$ cat src/rtl/arith_scheduler_if.sv
`default_nettype none
// ============================================================================
// Module      : arith_scheduler_if
// Description : Requester, arithmetic-unit and response bundle for the
//               two-requester arithmetic scheduler.
// Revision    : 1.0 - initial release
// ============================================================================
interface arith_scheduler_if #(
    parameter int WIDTH     = 16,
    parameter int FUN_WIDTH = 2
);
    // Requester 0
    logic                 req0_valid;
    logic                 req0_ready;
    logic [WIDTH-1:0]     req0_a;
    logic [WIDTH-1:0]     req0_b;
    logic [FUN_WIDTH-1:0] req0_fun;

    // Requester 1
    logic                 req1_valid;
    logic                 req1_ready;
    logic [WIDTH-1:0]     req1_a;
    logic [WIDTH-1:0]     req1_b;
    logic [FUN_WIDTH-1:0] req1_fun;

    // Arithmetic unit
    logic [WIDTH-1:0]     arith_a;
    logic [WIDTH-1:0]     arith_b;
    logic [FUN_WIDTH-1:0] arith_fun;
    logic                 arith_enable;
    logic [WIDTH-1:0]     arith_result;
    logic                 arith_carry;

    // Response
    logic                 resp_valid;
    logic                 resp_ready;
    logic                 resp_id;
    logic [WIDTH-1:0]     resp_result;
    logic                 resp_carry;
    logic                 resp_err;

    logic                 busy;

    // Scheduler side
    modport master (
        input  req0_valid, req0_a, req0_b, req0_fun,
        input  req1_valid, req1_a, req1_b, req1_fun,
        input  arith_result, arith_carry, resp_ready,
        output req0_ready, req1_ready,
        output arith_a, arith_b, arith_fun, arith_enable,
        output resp_valid, resp_id, resp_result, resp_carry, resp_err,
        output busy
    );

    // Requesters, arithmetic unit and response consumer side
    modport slave (
        output req0_valid, req0_a, req0_b, req0_fun,
        output req1_valid, req1_a, req1_b, req1_fun,
        output arith_result, arith_carry, resp_ready,
        input  req0_ready, req1_ready,
        input  arith_a, arith_b, arith_fun, arith_enable,
        input  resp_valid, resp_id, resp_result, resp_carry, resp_err,
        input  busy
    );
endinterface
`default_nettype wire

$ cat src/rtl/arith_scheduler.sv
`default_nettype none
// ============================================================================
// Module      : arith_scheduler
// Description : Round-robin scheduler sharing one arithmetic unit between two
//               requesters, with divide-by-zero short-circuit and held response.
// Revision    : 1.0 - initial release
// ============================================================================
module arith_scheduler #(
    parameter int WIDTH     = 16,
    parameter int FUN_WIDTH = 2
) (
    input  wire logic          clk,
    input  wire logic          rst_sched,
    arith_scheduler_if.master  bus
);

    localparam logic [FUN_WIDTH-1:0] c_fun_div = FUN_WIDTH'(3);

    typedef enum logic [1:0] {
        ST_IDLE    = 2'd0,
        ST_ISSUE   = 2'd1,
        ST_CAPTURE = 2'd2,
        ST_RESP    = 2'd3
    } state_t;

    state_t               r_state;
    state_t               w_state_nxt;

    logic                 r_last_id;
    logic [WIDTH-1:0]     r_a;
    logic [WIDTH-1:0]     r_b;
    logic [FUN_WIDTH-1:0] r_fun;
    logic                 r_id;
    logic [WIDTH-1:0]     r_result;
    logic                 r_carry;
    logic                 r_err;

    logic                 w_grant0;
    logic                 w_grant1;
    logic                 w_grant;
    logic [WIDTH-1:0]     w_sel_a;
    logic [WIDTH-1:0]     w_sel_b;
    logic [FUN_WIDTH-1:0] w_sel_fun;
    logic                 w_div_zero;

    // ------------------------------------------------------------------------
    // Arbitration: on contention the requester not granted last time wins.
    // r_last_id resets to 1 so that req0 wins the first contended grant.
    // ------------------------------------------------------------------------
    always_comb begin
        w_grant0 = 1'b0;
        w_grant1 = 1'b0;
        if (r_state == ST_IDLE) begin
            if (bus.req0_valid && bus.req1_valid) begin
                w_grant0 = r_last_id;
                w_grant1 = ~r_last_id;
            end else begin
                w_grant0 = bus.req0_valid;
                w_grant1 = bus.req1_valid;
            end
        end
    end

    assign w_grant    = w_grant0 | w_grant1;
    assign w_sel_a    = w_grant1 ? bus.req1_a   : bus.req0_a;
    assign w_sel_b    = w_grant1 ? bus.req1_b   : bus.req0_b;
    assign w_sel_fun  = w_grant1 ? bus.req1_fun : bus.req0_fun;
    assign w_div_zero = (w_sel_fun == c_fun_div) && (w_sel_b == '0);

    // Ready is gated by reset so every output reads 0 while reset is held.
    assign bus.req0_ready = w_grant0 & rst_sched;
    assign bus.req1_ready = w_grant1 & rst_sched;

    // ------------------------------------------------------------------------
    // FSM
    // ------------------------------------------------------------------------
    always_ff @(posedge clk or negedge rst_sched) begin
        if (!rst_sched) begin
            r_state <= ST_IDLE;
        end else begin
            r_state <= w_state_nxt;
        end
    end

    always_comb begin
        w_state_nxt      = r_state;
        bus.arith_enable = 1'b0;
        bus.resp_valid   = 1'b0;
        bus.busy         = 1'b1;
        case (r_state)
            ST_IDLE: begin
                bus.busy = 1'b0;
                if (w_grant) begin
                    w_state_nxt = w_div_zero ? ST_RESP : ST_ISSUE;
                end
            end
            ST_ISSUE: begin
                bus.arith_enable = 1'b1;
                w_state_nxt      = ST_CAPTURE;
            end
            ST_CAPTURE: begin
                w_state_nxt = ST_RESP;
            end
            ST_RESP: begin
                bus.resp_valid = 1'b1;
                if (bus.resp_ready) begin
                    w_state_nxt = ST_IDLE;
                end
            end
            default: begin
                w_state_nxt = ST_IDLE;
            end
        endcase
    end

    // ------------------------------------------------------------------------
    // Grant bookkeeping and operand latch
    // ------------------------------------------------------------------------
    always_ff @(posedge clk or negedge rst_sched) begin
        if (!rst_sched) begin
            r_last_id <= 1'b1;
            r_id      <= 1'b0;
            r_a       <= '0;
            r_b       <= '0;
            r_fun     <= '0;
        end else if (w_grant) begin
            r_last_id <= w_grant1;
            r_id      <= w_grant1;
            r_a       <= w_sel_a;
            r_b       <= w_sel_b;
            r_fun     <= w_sel_fun;
        end
    end

    // ------------------------------------------------------------------------
    // Response payload: carry is sampled while the unit is enabled, the
    // registered result one cycle later. Divide-by-zero fills it at grant.
    // ------------------------------------------------------------------------
    always_ff @(posedge clk or negedge rst_sched) begin
        if (!rst_sched) begin
            r_result <= '0;
            r_carry  <= 1'b0;
            r_err    <= 1'b0;
        end else begin
            if (w_grant && w_div_zero) begin
                r_result <= '1;
                r_carry  <= 1'b0;
                r_err    <= 1'b1;
            end
            if (r_state == ST_ISSUE) begin
                r_carry <= bus.arith_carry;
            end
            if (r_state == ST_CAPTURE) begin
                r_result <= bus.arith_result;
                r_err    <= 1'b0;
            end
        end
    end

    assign bus.arith_a     = r_a;
    assign bus.arith_b     = r_b;
    assign bus.arith_fun   = r_fun;
    assign bus.resp_id     = r_id;
    assign bus.resp_result = r_result;
    assign bus.resp_carry  = r_carry;
    assign bus.resp_err    = r_err;

endmodule
`default_nettype wire

$ cat src/flat_wrapper.sv
// flat-port wrapper written by rule: the top's interface ports become plain ports
module arith_scheduler_flat 
#(
    parameter int WIDTH     = 16,
    parameter int FUN_WIDTH = 2
)
  (clk, rst_sched, bus_req0_valid, bus_req0_a, bus_req0_b, bus_req0_fun, bus_req1_valid, bus_req1_a, bus_req1_b, bus_req1_fun, bus_arith_result, bus_arith_carry, bus_resp_ready, bus_req0_ready, bus_req1_ready, bus_arith_a, bus_arith_b, bus_arith_fun, bus_arith_enable, bus_resp_valid, bus_resp_id, bus_resp_result, bus_resp_carry, bus_resp_err, bus_busy);
  arith_scheduler_if #(.WIDTH(WIDTH), .FUN_WIDTH(FUN_WIDTH)) bus_i ();
  input  wire logic clk;
  input  wire logic rst_sched;
  input wire logic [$bits(bus_i.req0_valid)-1:0] bus_req0_valid;
  input wire logic [$bits(bus_i.req0_a)-1:0] bus_req0_a;
  input wire logic [$bits(bus_i.req0_b)-1:0] bus_req0_b;
  input wire logic [$bits(bus_i.req0_fun)-1:0] bus_req0_fun;
  input wire logic [$bits(bus_i.req1_valid)-1:0] bus_req1_valid;
  input wire logic [$bits(bus_i.req1_a)-1:0] bus_req1_a;
  input wire logic [$bits(bus_i.req1_b)-1:0] bus_req1_b;
  input wire logic [$bits(bus_i.req1_fun)-1:0] bus_req1_fun;
  input wire logic [$bits(bus_i.arith_result)-1:0] bus_arith_result;
  input wire logic [$bits(bus_i.arith_carry)-1:0] bus_arith_carry;
  input wire logic [$bits(bus_i.resp_ready)-1:0] bus_resp_ready;
  output wire logic [$bits(bus_i.req0_ready)-1:0] bus_req0_ready;
  output wire logic [$bits(bus_i.req1_ready)-1:0] bus_req1_ready;
  output wire logic [$bits(bus_i.arith_a)-1:0] bus_arith_a;
  output wire logic [$bits(bus_i.arith_b)-1:0] bus_arith_b;
  output wire logic [$bits(bus_i.arith_fun)-1:0] bus_arith_fun;
  output wire logic [$bits(bus_i.arith_enable)-1:0] bus_arith_enable;
  output wire logic [$bits(bus_i.resp_valid)-1:0] bus_resp_valid;
  output wire logic [$bits(bus_i.resp_id)-1:0] bus_resp_id;
  output wire logic [$bits(bus_i.resp_result)-1:0] bus_resp_result;
  output wire logic [$bits(bus_i.resp_carry)-1:0] bus_resp_carry;
  output wire logic [$bits(bus_i.resp_err)-1:0] bus_resp_err;
  output wire logic [$bits(bus_i.busy)-1:0] bus_busy;
  assign bus_i.req0_valid = bus_req0_valid;
  assign bus_i.req0_a = bus_req0_a;
  assign bus_i.req0_b = bus_req0_b;
  assign bus_i.req0_fun = bus_req0_fun;
  assign bus_i.req1_valid = bus_req1_valid;
  assign bus_i.req1_a = bus_req1_a;
  assign bus_i.req1_b = bus_req1_b;
  assign bus_i.req1_fun = bus_req1_fun;
  assign bus_i.arith_result = bus_arith_result;
  assign bus_i.arith_carry = bus_arith_carry;
  assign bus_i.resp_ready = bus_resp_ready;
  assign bus_req0_ready = bus_i.req0_ready;
  assign bus_req1_ready = bus_i.req1_ready;
  assign bus_arith_a = bus_i.arith_a;
  assign bus_arith_b = bus_i.arith_b;
  assign bus_arith_fun = bus_i.arith_fun;
  assign bus_arith_enable = bus_i.arith_enable;
  assign bus_resp_valid = bus_i.resp_valid;
  assign bus_resp_id = bus_i.resp_id;
  assign bus_resp_result = bus_i.resp_result;
  assign bus_resp_carry = bus_i.resp_carry;
  assign bus_resp_err = bus_i.resp_err;
  assign bus_busy = bus_i.busy;
  arith_scheduler #(.WIDTH(WIDTH), .FUN_WIDTH(FUN_WIDTH)) u_core (.clk(clk), .rst_sched(rst_sched), .bus(bus_i));
endmodule
$ cat config.mk
export PLATFORM = sky130hd
export DESIGN_NAME = arith_scheduler_flat
export DESIGN_NICKNAME = d
export VERILOG_FILES = /design/src/rtl/arith_scheduler_if.sv /design/src/rtl/arith_scheduler.sv /design/src/flat_wrapper.sv
export SDC_FILE = /design/constraint.sdc
export NUM_CORES = 1
export LEC_CHECK = 0
export CAP_MARGIN = 20
export CORE_ASPECT_RATIO = 0.5
export CORE_UTILIZATION = 42
export CTS_BUF_LIST = sky130_fd_sc_hd__clkbuf_16
export DETAILED_ROUTE_END_ITERATION = 8
export PLACE_DENSITY = 0.95
export SLEW_MARGIN = 20
export SYNTH_ARGS = -nofsm -noshare
export SYNTH_HDL_FRONTEND = slang
export SYNTH_SLANG_ARGS = --single-unit
$ cat constraint.sdc
create_clock -name clk -period 4.4 [get_ports clk]
set_clock_uncertainty 0.2 [all_clocks]
set_input_delay 0.44 -clock clk [delete_from_list [all_inputs] [get_ports clk]]
set_output_delay 0.44 -clock clk [all_outputs]
set_load 0.05 [all_outputs]
Word level (Yosys, flattened, before mapping)
Index checks and enable logic that the tools add are counted.
- logic and storage cells: 47
- bits in registers: 56
- output and inout port bits: 58
- muxes and demuxes: 20
- eq/ne operators: 6
- reductions and logical operators: 8
- bitwise operators: 4
- operator list (cell ; number):
    16-bit 2-to-1 mux ; 4
    16-bit zero test ; 1
    1-bit 2-to-1 mux ; 11
    2-bit 2-to-1 mux ; 4
    2-bit case mux with 4 select lines ; 1
    2-bit == test, second input constant ; 3
    2-bit nonzero test ; 2
    1-bit logical AND ; 3
    1-bit AND ; 2
    2-bit by 1-bit == test with 1-bit output, second input constant ; 1
    2-bit zero test ; 1
    2-bit by 1-bit inequality test with 1-bit output, second input constant ; 1
    2-bit inequality test, second input constant ; 1
    2-bit AND reduction ; 1
    1-bit inverter ; 1
    1-bit bitwise OR ; 1

Logic depth before layout (Yosys ltp)
- depth in word-level cells: 9
- depth in mapped cells: 8
- mapped depth without buffers: 7

Least setup slack after synthesis
Ideal clock, no wire load.
- kind: register to output
- start: reg u_core.r_state[0]
- end: out bus_req1_ready
- stages on the path, launching flop included: 8
- path buffers: 2
- arrival time: 2.054 ns
- required time: 3.760 ns
- setup slack: 1.706 ns
- path through: dfrtp_1 -> inv_1 -> ha_1 -> nand2_1 -> or2_1 -> buf_4 -> buf_4 -> nor2_1
- longest elaborated chain between the ends: 3
- RTL lines (element ; line ; RTL):
    start, declared ; arith_scheduler.sv:26 ; state_t r_state;
    start signal, assigned ; arith_scheduler.sv:81 ; r_state <= w_state_nxt;
    2-bit zero test ; arith_scheduler.sv:53 ; if (r_state == ST_IDLE) begin
    1-bit 2-to-1 mux ; arith_scheduler.sv:53 ;
    1-bit AND ; arith_scheduler.sv:72 ; assign bus.req1_ready = w_grant1 & rst_sched;
    end, declared ; flat_wrapper.sv:23 ; output wire logic [$bits(bus_i.req1_ready)-1:0] bus_req1_ready;
No other way between the ends.

Worst setup path after layout
- start: reg u_core.r_state[1]
- end: out bus_req1_ready
The elaborated chain is that of the path after synthesis.

==> impl_metrics.ini <==
[global_route]
grt_pass1_vias = 2641
grt_max_degree = 46
antenna_found_initial = 0
overflow = 0
grt_pass1_wl_microns = 12600
grt_use_total = 0.244

[critical_path]
r2r_cells = 8
startpoint_type = flip-flop
endpoint_kind = output pin
cp_max_fo = 19
worstReg2RegStart = u_core.r_state[1]
worstPathRequired_ns = 3.76
regToRegSetupSlack_ns = 1.25
r2r-end = u_core.bus.resp_err
crit_arrival_ns = 2.75
path_class = reg2out

[finish]
finalNonFillerCells = 486
nNetsFinal = 492
num_antenna_cells = 0
drive_above_1_share = 0.0653
stdcell_area_sq_um = 4380
synthToLayoutAreaGrowth_pct = 62.3

[timing]
fin_crit_ns = 3.39
hold_violations = 0
max_slew.worst_pin.slew_ns = 0.992
setup_viol_count_final = 0
fin_tns_setup_ns = 0
fin_crit_sh = 0.771
rsz0062_at_grt = false
slew_headroom = 0.338
slew_violations = 0
clock.fmax_mhz = 295
hold_slack_ns = 0.281

[synthesis]
async_flop_share = 1.00
yosysTopAreaCellShare = 0.510
ys_ff_latch = 56
synth_most_common_cell = dfrtp_1
synth_cell_types = 33
synth_top_area_cell = dfrtp_1
synthTopCellsByArea = dfrtp_1 51%, mux2i_1 19%, o21ai_0 6.9%
synth_cells = 253
ys_top_cells_by_count = 55 x dfrtp_1, 50 x mux2i_1, 48 x nand2_1
yosysSeqAreaShare = 0.520
syn_avg_cell_area_sq_um = 10.7
synth_fp_nets = 348
synth_edf_count = 0
ys_warn_count = 0
synth_ff_type = dfrtp_1
synth_area_sq_um = 2700

[floorplanning]
rows = 20
core_area_sq_um = 6130
die_h_microns = 58.7
start_util = 0.440
die_x_microns = 115
die_area_sq_um = 6760
ioPinCount = 148

[placed_design]
port_buffers = 147
placed_area_sq_um = 4230
place_hpwl_microns = 6180
gp_congestion = 0.863
dpl.cell_count = 477

[route]
wirelength_microns = 7980
postRouteAntennaNets = 0
vias = 2479
drt-initial-drc-count = 74
dr.pass1.iters = 5
wl_per_cell_microns = 16.4
post-route-drc-count = 0
viasPerCell = 5.10

[clocking]
cts_tree = built
root_buffer = clkbuf_16
cts_buffers = 5
clock_path_buffers = 2
cts_setup_buffers = 0
clock_latency_ns = 0.29
htree_levels = 2
clock-sinks = 56
path_clk_slew_ns = 0.07
cts_resized = 0

[power_and_ir_drop]
vdd_drop_max_uv = 358
power.density_nw_per_um2 = 795
p_leak_nw = 2.02
power_mw = 3.48

[status]
outcome = finished, final reports clean

[worst_hold_path]
hold_path_class = reg2reg
min_from = u_core.r_last_id
holdPathEnd = u_core.r_last_id
hold-path-cell-count = 2

[job]
maxCapViolations = 0
[stage by stage]
stage / util / worst slack (ns)
after floorplan: - / 1.71
after global placement: 0.690 / 1.14
after detailed placement: 0.690 / 1.10
after CTS: 0.714 / 1.02
after global routing: 0.714 / 0.877
final: 0.714 / 1.01
[cells by family (layout without fill, tap and decap cells)]
logic type      after synthesis  after routing  share of synthesized area
simple gates                 74             74                      0.129
mux                          51             51                      0.190
compound gates               46             46                     0.0993
buf+inv                      21            166                     0.0381
flops                        56             56                      0.520
fa+ha+maj                     5              5                     0.0232
[worst max path at each step]
stage | start | end | slack [ns] | depth (start not counted)
2_1_floorplan | u_core.r_state[0] | bus_req1_ready | 1.71 | 7
3_3_place_gp | bus_req1_valid | bus_req1_ready | 1.14 | 5
3_5_place_dp | bus_req1_valid | u_core.bus.resp_err | 1.10 | 7
4_1_cts | u_core.r_state[1] | bus_req1_ready | 1.02 | 6
5_1_grt | u_core.r_state[0] | bus_req1_ready | 0.88 | 6
6_report | u_core.r_state[1] | bus_req1_ready | 1.01 | 6
[where the power goes]
| part | leakage [nW] | switching (mW) | internal, mW |
|---|---|---|---|
| Combinational | 1.26 | 1.43 | 0.749 |
| Sequential | 0.682 | 0.146 | 0.773 |
| Clock | 0.0738 | 0.170 | 0.205 |
[layout by cell type, fill, tap and decap left out, types with 3 or more instances in the layout]
master and instances:
clkdlybuf4s50_1 146, dfrtp_1 55, mux2i_1 50, nand2_1 48, o21ai_0 37, nand2_2 10, inv_1 9, nor4_1 5
ha_1 5, clkbuf_16 5, nor2_1 3, buf_4 3
[what timing repair did]
item	CTS	global route
hold buffers	1	0
setup endpoints to repair	0	0
endpoints found under the hold margin	13	0
[state kept, by name, summed over array words and instances, names as in the netlist]
name / flops
u_core.bus.arith_b: 16
u_core.r_last_id: 1
u_core.bus.resp_err: 1
u_core.bus.arith_a: 16
u_core.bus.resp_carry: 1
u_core.bus.resp_id: 1
u_core.bus.arith_fun: 2
u_core.bus.resp_result: 16
u_core.r_state: 2
[area by class of cell]
type                    count  area, sq um
clock buffers               5          125
clock inverters             3         11.3
fillers                   425         1750
inverters                   7         26.3
multi-input cells         176         1200
flip-flops and latches     56         1400
well taps                  88          110
repair buffers            151         1500
[critical path: stages, from the launching register on]
cell	delay, ns
dfrtp_1	0.41
inv_1	0.13
ha_1	0.27
nand2_1	0.13
or2_2	0.54
nor2_1	0.16
clkdlybuf4s50_1	0.81
[layer usage]
layer	up-vias	share of wire	track usage
li1	1162	-	-
met1	1235	0.39	0.275
met2	64	0.55	0.478
met3	18	0.035	0.0391
met4	0	0.020	0.0779
met5	-	0	0
Note: power is estimated with default switching activity, not from simulation.
